==> src/rtl/gpio_cmd_decoder.sv <==
// gpio_cmd_decoder
// Front end of the config path. Resynchronises the raw PS GPIO word to the
// fabric clock, turns each rising edge of the software write clock into one
// {addr,data} command, and queues commands in a small show-ahead FIFO that
// feeds the config register bank over a valid/ready port.

module gpio_cmd_decoder #(
  parameter int GPIO_W    = 32,
  parameter int W_CLK_BIT = 24,
  parameter int ADDR_LSB  = 0,
  parameter int ADDR_W    = 16,
  parameter int DATA_LSB  = 16,
  parameter int DATA_W    = 8,
  parameter int FIFO_AW   = 2
) (
  input  logic              clk,
  input  logic              rst,
  input  logic [GPIO_W-1:0] gpio_in,
  output logic              cmd_valid,
  input  logic              cmd_ready,
  output logic [ADDR_W-1:0] cmd_addr,
  output logic [DATA_W-1:0] cmd_data,
  output logic              overflow,
  input  logic              overflow_clr,
  output logic [15:0]       wr_count
);

  localparam int DEPTH = 1 << FIFO_AW;

  typedef struct packed {
    logic [ADDR_W-1:0] addr;
    logic [DATA_W-1:0] data;
  } cmd_t;

  typedef logic [FIFO_AW:0] ptr_t;
  localparam ptr_t        PTR_INC   = ptr_t'(1);
  localparam logic [15:0] COUNT_INC = 16'd1;

  // ---------------------------------------------------------------------------
  // Synchroniser
  // ---------------------------------------------------------------------------
  logic [GPIO_W-1:0] s1;
  logic [GPIO_W-1:0] s2;
  logic              s3;
  // fill[1] is set once s2 holds a real sample of gpio_in rather than its
  // reset value; until then the arm logic must not look at s2.
  logic [1:0]        fill;
  logic              arm;

  // Two-flop resync of the whole word, plus a history flop for the write clock.
  always_ff @(posedge clk or negedge rst) begin
    if (!rst) begin
      s1   <= '0;
      s2   <= '0;
      s3   <= 1'b0;
      fill <= '0;
    end else begin
      // NOTE: non-blocking assignments make s1->s2->s3 a real shift chain;
      // blocking ones would collapse it into a single flop.
      s1   <= gpio_in;
      s2   <= s1;
      s3   <= s2[W_CLK_BIT];
      fill <= {fill[0], 1'b1};
    end
  end

  // Arm once a genuine low level of the write clock has been seen, so a
  // write clock held high through reset never produces a spurious command.
  always_ff @(posedge clk or negedge rst) begin
    if (!rst) begin
      arm <= 1'b0;
    end else if (fill[1] && !s2[W_CLK_BIT]) begin
      arm <= 1'b1;
    end
  end

  logic wclk_rise;
  cmd_t push_cmd;

  assign wclk_rise     = arm & s2[W_CLK_BIT] & ~s3;
  assign push_cmd.addr = s2[ADDR_LSB +: ADDR_W];
  assign push_cmd.data = s2[DATA_LSB +: DATA_W];

  // Bits of the word outside the write clock, address and data fields are
  // carried through the synchroniser but not otherwise used.
  logic unused_gpio_bits;
  assign unused_gpio_bits = ^s2;

  // ---------------------------------------------------------------------------
  // Command FIFO (show-ahead)
  // ---------------------------------------------------------------------------
  cmd_t mem [DEPTH];
  ptr_t wr_ptr;
  ptr_t rd_ptr;
  logic empty;
  logic full;
  logic pop;
  logic push_ok;
  logic push_drop;
  cmd_t head;

  assign empty = (wr_ptr == rd_ptr);
  assign full  = (wr_ptr[FIFO_AW] != rd_ptr[FIFO_AW]) &&
                 (wr_ptr[FIFO_AW-1:0] == rd_ptr[FIFO_AW-1:0]);

  assign pop       = cmd_valid & cmd_ready;
  // A pop in the same cycle frees the head slot, so a push into a full FIFO
  // still lands.
  assign push_ok   = wclk_rise & (~full | pop);
  assign push_drop = wclk_rise & full & ~pop;

  // Storage write.
  // NOTE: the storage array has no reset; stale entries are never visible
  // because the outputs are gated by cmd_valid below, and leaving it
  // unreset lets it map onto plain registers or distributed RAM.
  always_ff @(posedge clk) begin
    if (push_ok) begin
      mem[wr_ptr[FIFO_AW-1:0]] <= push_cmd;
    end
  end

  // Read and write pointers; the extra MSB distinguishes full from empty.
  always_ff @(posedge clk or negedge rst) begin
    if (!rst) begin
      wr_ptr <= '0;
      rd_ptr <= '0;
    end else begin
      if (push_ok) begin
        wr_ptr <= wr_ptr + PTR_INC;
      end
      if (pop) begin
        rd_ptr <= rd_ptr + PTR_INC;
      end
    end
  end

  // Sticky overflow flag; a drop in the same cycle as a clear keeps it set.
  always_ff @(posedge clk or negedge rst) begin
    if (!rst) begin
      overflow <= 1'b0;
    end else if (push_drop) begin
      overflow <= 1'b1;
    end else if (overflow_clr) begin
      overflow <= 1'b0;
    end
  end

  // Count of accepted commands, free-running and wrapping at 16 bits.
  always_ff @(posedge clk or negedge rst) begin
    if (!rst) begin
      wr_count <= '0;
    end else if (push_ok) begin
      wr_count <= wr_count + COUNT_INC;
    end
  end

  // ---------------------------------------------------------------------------
  // Output port
  // ---------------------------------------------------------------------------
  assign head = mem[rd_ptr[FIFO_AW-1:0]];

  // Present the head entry; drive zeros whenever the FIFO is empty.
  always_comb begin
    // NOTE: defaults first so every path assigns every output and no latch
    // is inferred.
    cmd_valid = ~empty;
    cmd_addr  = '0;
    cmd_data  = '0;
    if (!empty) begin
      cmd_addr = head.addr;
      cmd_data = head.data;
    end
  end

endmodule
==> config.mk <==
export PLATFORM = sky130hd
export DESIGN_NAME = gpio_cmd_decoder
export DESIGN_NICKNAME = d
export VERILOG_FILES = /design/src/rtl/gpio_cmd_decoder.sv
export SDC_FILE = /design/constraint.sdc
export NUM_CORES = 1
export LEC_CHECK = 0
export BUFFER_PORTS_ARGS = -buffer_cell sky130_fd_sc_hd__buf_4
export CAP_MARGIN = 20
export CORE_AREA = 2 2 96 116
export DETAILED_ROUTE_END_ITERATION = 7
export DIE_AREA = 0 0 98 118
export PLACE_DENSITY = 0.82
export SYNTH_ARGS = -nofsm -noshare
export SYNTH_HDL_FRONTEND = slang
export SYNTH_SLANG_ARGS = --single-unit
==> constraint.sdc <==
create_clock -name clk -period 5.15 [get_ports clk]
set_clock_uncertainty 0.15 [all_clocks]
set_input_delay 0.515 -clock clk [delete_from_list [all_inputs] [get_ports clk]]
set_output_delay 0.515 -clock clk [all_outputs]
set_load 0.01 [all_outputs]
### Word level (Yosys, flattened, before mapping)

Memories as Yosys holds them, arrays and structs flattened.
Index checks and enable logic that the tools add are counted.

* register bits after elaboration: 77
* bits in writable memories: 96
* input port bits: 36
* output and inout port bits: 42
* logic and storage cells: 37
* memories: 1

* add/subtract/negate cells: 3
* equality and inequality tests: 3
* multiplexer cells: 6
* bitwise gates (word level): 11
* reduce and logical (&&, ||, !) cells: 4

Memories
* mem: depth 4, width 24, read ports 1, clocked after memory_dff 0, write ports 1, line 92 `cmd_t mem [DEPTH];`

Operators with widths (number)
* $add A16 B1 Y16 const B: 1
* $mux W16: 1
* $mux W8: 1
* $add A3 B1 Y3 const B: 2
* $and A1 B1 Y1: 6
* $mux W1: 4
* $not A1 Y1: 4
* $eq A3 B3 Y1: 1
* $eq A2 B2 Y1: 1
* $logic_and A1 B1 Y1: 2
* $reduce_bool A2 Y1: 1
* $logic_not A1 Y1: 1
* $ne A1 B1 Y1: 1
* $or A1 B1 Y1: 1

### Longest topological paths before layout

Gate-level depths: netlist of the first run.

* word-level depth: 7
* gate-level depth with buffers: 6
* gate-level depth less buffers: 5

### Least setup slack after synthesis of the first run

No wires, ideal clock.

* path type: register -> output
* from: register rd_ptr[0]
* to: output port cmd_addr[10]
* data arrival time: 1.337 ns
* data required time: 4.485 ns
* path slack: 3.148 ns
* cell stages (with the launch flop): 5
* path buffers: 2
* cells stage by stage: dfrtp_1 buf_6 buf_6 mux4_2 and2_1

* longest elaborated chain between the ends: 2
* elaborated cells on any way between the ends: 3
* classes of those cells: eq/ne: 1; mux: 1; memory: 1

RTL lines
* from (decl): line 94 `ptr_t rd_ptr;`
* from (signal assigned): line 132 `rd_ptr <= rd_ptr + PTR_INC;`
* $mem_v2 Z4 W24 or $eq A3 B3 Y1 (tied branches)
* $mux W16 (*): line 169 `if (!empty) begin`
* to (decl): line 21 `output logic [ADDR_W-1:0] cmd_addr,`

Every way passes the cells marked *; elsewhere a longest branch is shown, timed or not.

### Worst setup path in the final report of the first run

* from: register rd_ptr[0]
* to: output port cmd_addr[1]

The elaborated chain is that of the path after synthesis.

==> impl_metrics.yaml, run 1 <==
min_path:
  hold_path.class: "in2reg"
  hold_depth: 1
  holdCritStartpoint: "gpio_in[24]"
  holdPathEnd: "s1[24]"
critical_path:
  crit_arrival_ns: 2.56
  worstReg2RegEnd: "mem[0][0]"
  reg2reg_depth: 3
  required_ns: 4.49
  path_buf_inv: 1
  r2r_start: "rd_ptr[0]"
  max_stage_delay_ns: 0.95
  crit_family: "flip-flops"
  slowest_stage: "dfrtp_2"
  cp_max_fo: 27
  reg2reg_slack_ns: 2.16
  worst-path-stages: 4
  startpoint_type: "flip-flop"
  critPathKind: "reg2out"
  crit_start: "rd_ptr[0]"
  path_cells: "xnor2_2, nand3b_2, and2_1, buf_4"
  critPathCaptureType: "primary output"
floorplanning:
  fp-row-count: 41
  start_util_pct: 59.87
  fp.dieH_um: 118
  design.die.area_mm2: 0.01156
  pin_count: 78
  core_mm2: 0.01041
  die_w_um: 98
pwr:
  power_density_mw_per_mm2: 563.3
  irDropWorstVdd_uv: 391.9
  leakage_uw: 0.002919
cts:
  numCtsBuffers: 17
  cts_root_buf: "clkbuf_16"
  cts_setup_buffers: 0
  cts_hold_buf: 0
  cts_tree: "yes"
  cts_resized: 0
  htreeDepth: 4
  max-clock-path-buffers: 2
  clock_latency_ns: 0.41
  clk_pin_slew_ns: 0.06
  cts.sinks: 173
route:
  wl_um: 10390
  viasPerCell: 5.512
  dr.pass1.iters: 4
  vias: 2916
  drc: 0
  postRouteAntennaNets: 0
  wl_per_cell_um: 19.64
  drt_iter0_markers: 213
global_routing:
  grt.overflow.total: 0
  grt_pass1_wl_um: 16840
  antenna_found_initial: 0
  grt_max_degree: 78
  grt_pass1_vias: 3141
  track_usage_pct: 19.62
timing:
  tightest_slew_ns: 0.9423
  tns_ns: 0
  setup_violations: 0
  timing_hold_violations_final: 0
  relSlewSlack_pct: 37.18
  rsz0062_at_grt: "no"
  fmax_mhz: 310.3
  min_period_over_period_pct: 62.58
  finalMaxSlewViolations: 0
  min_period_ns: 3.223
cells_and_area:
  stdcell_count: 529
  regArea_mm2: 0.004811
  drive_gt1_share_pct: 34.25
  final_cell_mix: "edfxtp_1, dfrtp_1, buf_4, and2_1, mux4_2"
  antennaDiodeCount: 0
  layout_commonest_cell: "edfxtp_1"
  multiInputGateArea_mm2: 0.001319
  fin_area_mm2: 0.007460
  nFillCells: 615
  final_nets: 429
  area_growth_pct: 19.65
  fin_util_pct: 71.63
place:
  hpwl_um: 5735
  gp_congestion: 0.7040
  place_area_mm2: 0.006843
  io_buffer_count: 70
  dpl.cell_count: 497
logic_synthesis:
  ys_types: 34
  syn_avg_cell_area_um2: 20.24
  synth_seq_area_share_pct: 77.14
  synth_fp_nets: 350
  synth_top_flop_cell: "edfxtp_1"
  synth_area_mm2: 0.006235
  async_reset_ff_share_pct: 44.51
  synth_cells: 308
  ys_ff_latch: 173
  synth_edf_count: 96
  ys_warn_count: 0
status:
  outcome: "finished clean"
flow_run:
  maxCapViolCount: 0
routing by layer:
metal  vias to the layer above  routed length (um)  GRT usage [%]
li1                       1305                   -              -
met1                      1522                4019          23.86
met2                        77                5703          32.45
met3                        12                 522          6.888
met4                         0                 143          7.465
met5                         -                   0              0
synth_stat cells (all sizes together) (3+ instances only):
library cell  count  share of area (%)
edfxtp           96                 46
dfrtp            77                 31
and2             29                3.0
mux4             24                9.0
xnor2            19                3.0
buf              10                1.3
nand4             8                1.1
ha                6                1.2
nand2             6               0.40
nand3             6               0.48
inv               5               0.30
and3              3               0.30
xor2              3               0.54
worst max path at each step:
stage	endpoint
after floorplan	cmd_addr[10]
after global placement	mem[3][18]
after detailed placement	mem[3][18]
after CTS	cmd_addr[1]
after global routing	cmd_addr[1]
final	cmd_addr[1]
sequential cells by signal (all words and copies together), names as in the netlist, 2 cells and up:
name,flops
fill,2
mem,96
rd_ptr,3
s1,25
s2,25
wr_count,16
wr_ptr,3
worst register-to-register path, delay by kind of cell (launching register included):
kind                      cells  cell delay [ns]
AOI/OAI and AO/OA             1             0.57
xor gates and xnor gates      1             0.20
and+or+nand+nor               1             0.72
DFF                           1             0.95
cells by family (layout without fill, tap and decap cells):
logic type | after synthesis | after routing | share of synthesized area, %
AOI/OAI and AO/OA | 4 | 4 | 0.5620
xor gates and xnor gates | 22 | 22 | 3.572
adders and majority gates | 6 | 6 | 1.204
buffers and inverters | 16 | 108 | 1.706
DFF | 173 | 173 | 77.14
muxes | 26 | 26 | 9.452
other | 1 | 1 | 0.06015
and+or+nand+nor | 60 | 60 | 6.302
through the flow:
stage          worst slack (ns)  total power (uW)  hold WS, ns
3_3_place_gp              2.174              2893       0.1811
6_report                  1.927              4202      0.05534
5_1_grt                   1.682              4400      0.02693
2_1_floorplan             3.148              2484      0.06941
4_1_cts                   1.815              4256      0.03626
3_5_place_dp              2.143              2932       0.1864
power breakdown:
group          total [uW]  internal, uW  switching, uW
Sequential           1780          1620            158
Clock                1300           794            508
Combinational        1120           613            506
area by class of cell:
type                       count  area share [%]
clock buffer                  20           6.122
clock inverter                12           2.147
inverter                       5          0.2516
multi-input combinational    119           17.68
sequential                   173           64.49
tap                          129           2.164
timing repair buffer          71           7.145
Power figures use the tool's default switching activity.
==> run 2: changes to the inputs <==
==> config.mk (replaced) <==
export PLATFORM = sky130hd
export DESIGN_NAME = gpio_cmd_decoder
export DESIGN_NICKNAME = d
export VERILOG_FILES = /design/src/rtl/gpio_cmd_decoder.sv
export SDC_FILE = /design/constraint.sdc
export NUM_CORES = 1
export LEC_CHECK = 0
export ABC_AREA = 1
export BUFFER_PORTS_ARGS = -buffer_cell sky130_fd_sc_hd__buf_4
export CAP_MARGIN = 20
export CORE_AREA = 2 2 106 128
export DETAILED_ROUTE_END_ITERATION = 7
export DIE_AREA = 0 0 108 130
export PLACE_DENSITY = 0.74
export SYNTH_ARGS = -nofsm -noshare
export SYNTH_HDL_FRONTEND = slang
export SYNTH_SLANG_ARGS = --single-unit
==> constraint.sdc (replaced) <==
create_clock -name clk -period 2.6 [get_ports clk]
set_clock_uncertainty 0.15 [all_clocks]
set_input_delay 0.26 -clock clk [delete_from_list [all_inputs] [get_ports clk]]
set_output_delay 0.26 -clock clk [all_outputs]
set_load 0.01 [all_outputs]
==> impl_metrics.yaml, run 2 <==
logic_synthesis:
  ys_warn_count: 0
  synth_edf_count: 96
  synth_area_mm2: 0.006500
  synthMostInstantiatedCell: "nand2_1"
  ys_types: 25
  yosys.area.top_type: "edfxtp_1"
  async_reset_ff_share_pct: 44.51
  synth_common_cells: "nand2_1, edfxtp_1, dfrtp_1, nor2_1, o21ai_0"
  synth_seq_area_share_pct: 73.99
  yosys-top-cells-area: "edfxtp_1, dfrtp_1, nand2_1"
  ys_ff_latch: 173
  synth_top_area_share_pct: 44.35
  syn_avg_cell_area_um2: 12.22
  synth_cells: 532
  synth_fp_nets: 574
  synth_top_flop_cell: "edfxtp_1"
cts:
  clock_latency_ns: 0.41
  cts.sinks: 173
  htreeDepth: 4
  max-clock-path-buffers: 2
  cts_setup_buffers: 0
  cts_root_buf: "clkbuf_16"
  numCtsBuffers: 17
  cts_tree: "yes"
  clk_pin_slew_ns: 0.06
critical_path:
  cp_max_fo: 49
  required_ns: 2.19
  startpoint_type: "flip-flop"
  critPathCaptureType: "primary output"
  reg2reg_slack_ns: 0.54
  critPathKind: "reg2out"
  crit_arrival_ns: 2.06
global_routing:
  grt_pass1_vias: 4284
  track_usage_pct: 19.30
  antenna_found_initial: 0
  grt.overflow.total: 0
  grt_pass1_wl_um: 20490
  grt_max_degree: 50
floorplanning:
  core_mm2: 0.01295
  fp-row-count: 46
  design.die.area_mm2: 0.01404
  die_w_um: 108
  start_util_pct: 50.19
  fp.dieH_um: 130
  pin_count: 78
pwr:
  power_density_mw_per_mm2: 1041
  report.power.total_uw: 8462
  irDropWorstVdd_uv: 494.7
  leakage_uw: 0.003450
route:
  vias: 4147
  drt_iter0_markers: 300
  viasPerCell: 5.027
  postRouteAntennaNets: 0
  drc: 0
  dr.pass1.iters: 5
  wl_per_cell_um: 14.91
  wl_um: 12300
timing:
  fmax_mhz: 405.6
  min_period_ns: 2.465
  relSlewSlack_pct: 60.51
  tightest_slew_ns: 0.5923
  finalMaxSlewViolations: 0
  timing_hold_violations_final: 0
  min_period_over_period_pct: 94.82
  setup_violations: 0
cells_and_area:
  fin_area_mm2: 0.008128
  final_cell_mix: "nand2_1, edfxtp_1, buf_4, dfrtp_1, nor2_1"
  final_nets: 686
  largest_reg_flops: 96
  drive_gt1_share_pct: 19.79
  antennaDiodeCount: 0
  layout_commonest_cell: "nand2_1"
  area_growth_pct: 25.04
flow_run:
  maxCapViolCount: 0
place:
  hpwl_um: 7615
  io_buffer_count: 70
  gp_congestion: 0.7897
  place_area_mm2: 0.007251
status:
  outcome: "finished clean"
min_path:
  hold_path.class: "reg2reg"
## run 2: what timing repair did
action | CTS | global route
endpoints found under the hold margin | 72 | 0
gates cloned | 0 | 0
pin swaps | 0 | 0
hold buffers | 28 | 0
setup endpoints to repair | 24 | 24
gates resized for setup | 1 | 3
## run 2: final timing paths
path	start	end	cells past startpoint
hold / removal	s1[8]	s2[8]	0
max in group asynchronous	rst	s1[8]	3
setup reg to reg	rd_ptr[0]	mem[1][12]	8
min in group asynchronous	rst	s1[23]	2
hold reg to reg	s1[8]	s2[8]	0
setup / recovery	rd_ptr[0]	cmd_addr[0]	7
## run 2: cell type report
class	count	area (um2)
Timing Repair Buffer	112	918.4
Clock buffer	22	506.7
Multi-Input combinational cell	293	1426
Inverter	47	178.9
Tap cell	168	210.2
Clock inverter	10	76.32
Fill cell	1002	4822
Sequential cell	173	4811
## run 2: kinds of logic after synthesis
kind of cell    after synthesis  synth area share, %
fa+ha+maj                     6                1.155
flops                       173                73.99
xor+xnor                     12                1.617
simple gates                195                12.30
compound gates               79                6.583
other cells                   1              0.05769
buf+inv                      66                4.293
## run 2: where the power goes
part	internal [uW]	switching, uW	total (uW)
Sequential	3190	204	3400
Combinational	1090	1580	2670
Clock	1400	995	2390
Total	5680	2780	8460
## run 2: layer usage
layer | wire length [um] | share of wire [%] | up-vias | global-route usage, %
met5 | 0 | 0 | - | 0
met4 | 122 | 0.99 | 0 | 7.541
met3 | 600 | 4.9 | 9 | 4.695
met2 | 6757 | 55 | 120 | 33.93
met1 | 4820 | 39 | 2012 | 22.97
li1 | - | - | 2006 | -
## run 2: metrics by stage
| stage | cells | setup WS (ns) | utilization (%) | hold slack, ns | setup TNS (ns) |
|---|---|---|---|---|---|
| 2_1_floorplan | 532 | -0.02517 | - | -0.1856 | -2.416 |
| 3_3_place_gp | 765 | 0.4107 | 55.99 | 0.1483 | 0 |
| 5_1_grt | 825 | -0.01070 | 62.76 | 0.2030 | -0.01070 |
| 3_5_place_dp | 765 | 0.3430 | 55.99 | 0.1589 | 0 |
| 6_report | 825 | 0.1348 | 62.76 | 0.1928 | 0 |
| 4_1_cts | 825 | 0.01380 | 62.67 | 0.1949 | 0 |
## run 2: critical path: stages (launching register included)
cell	delay [ns]
dfrtp_2	0.51
inv_2	0.11
buf_6	0.33
o21ai_0	0.18
o22ai_1	0.25
nand2_1	0.08
inv_1	0.06
buf_4	0.11
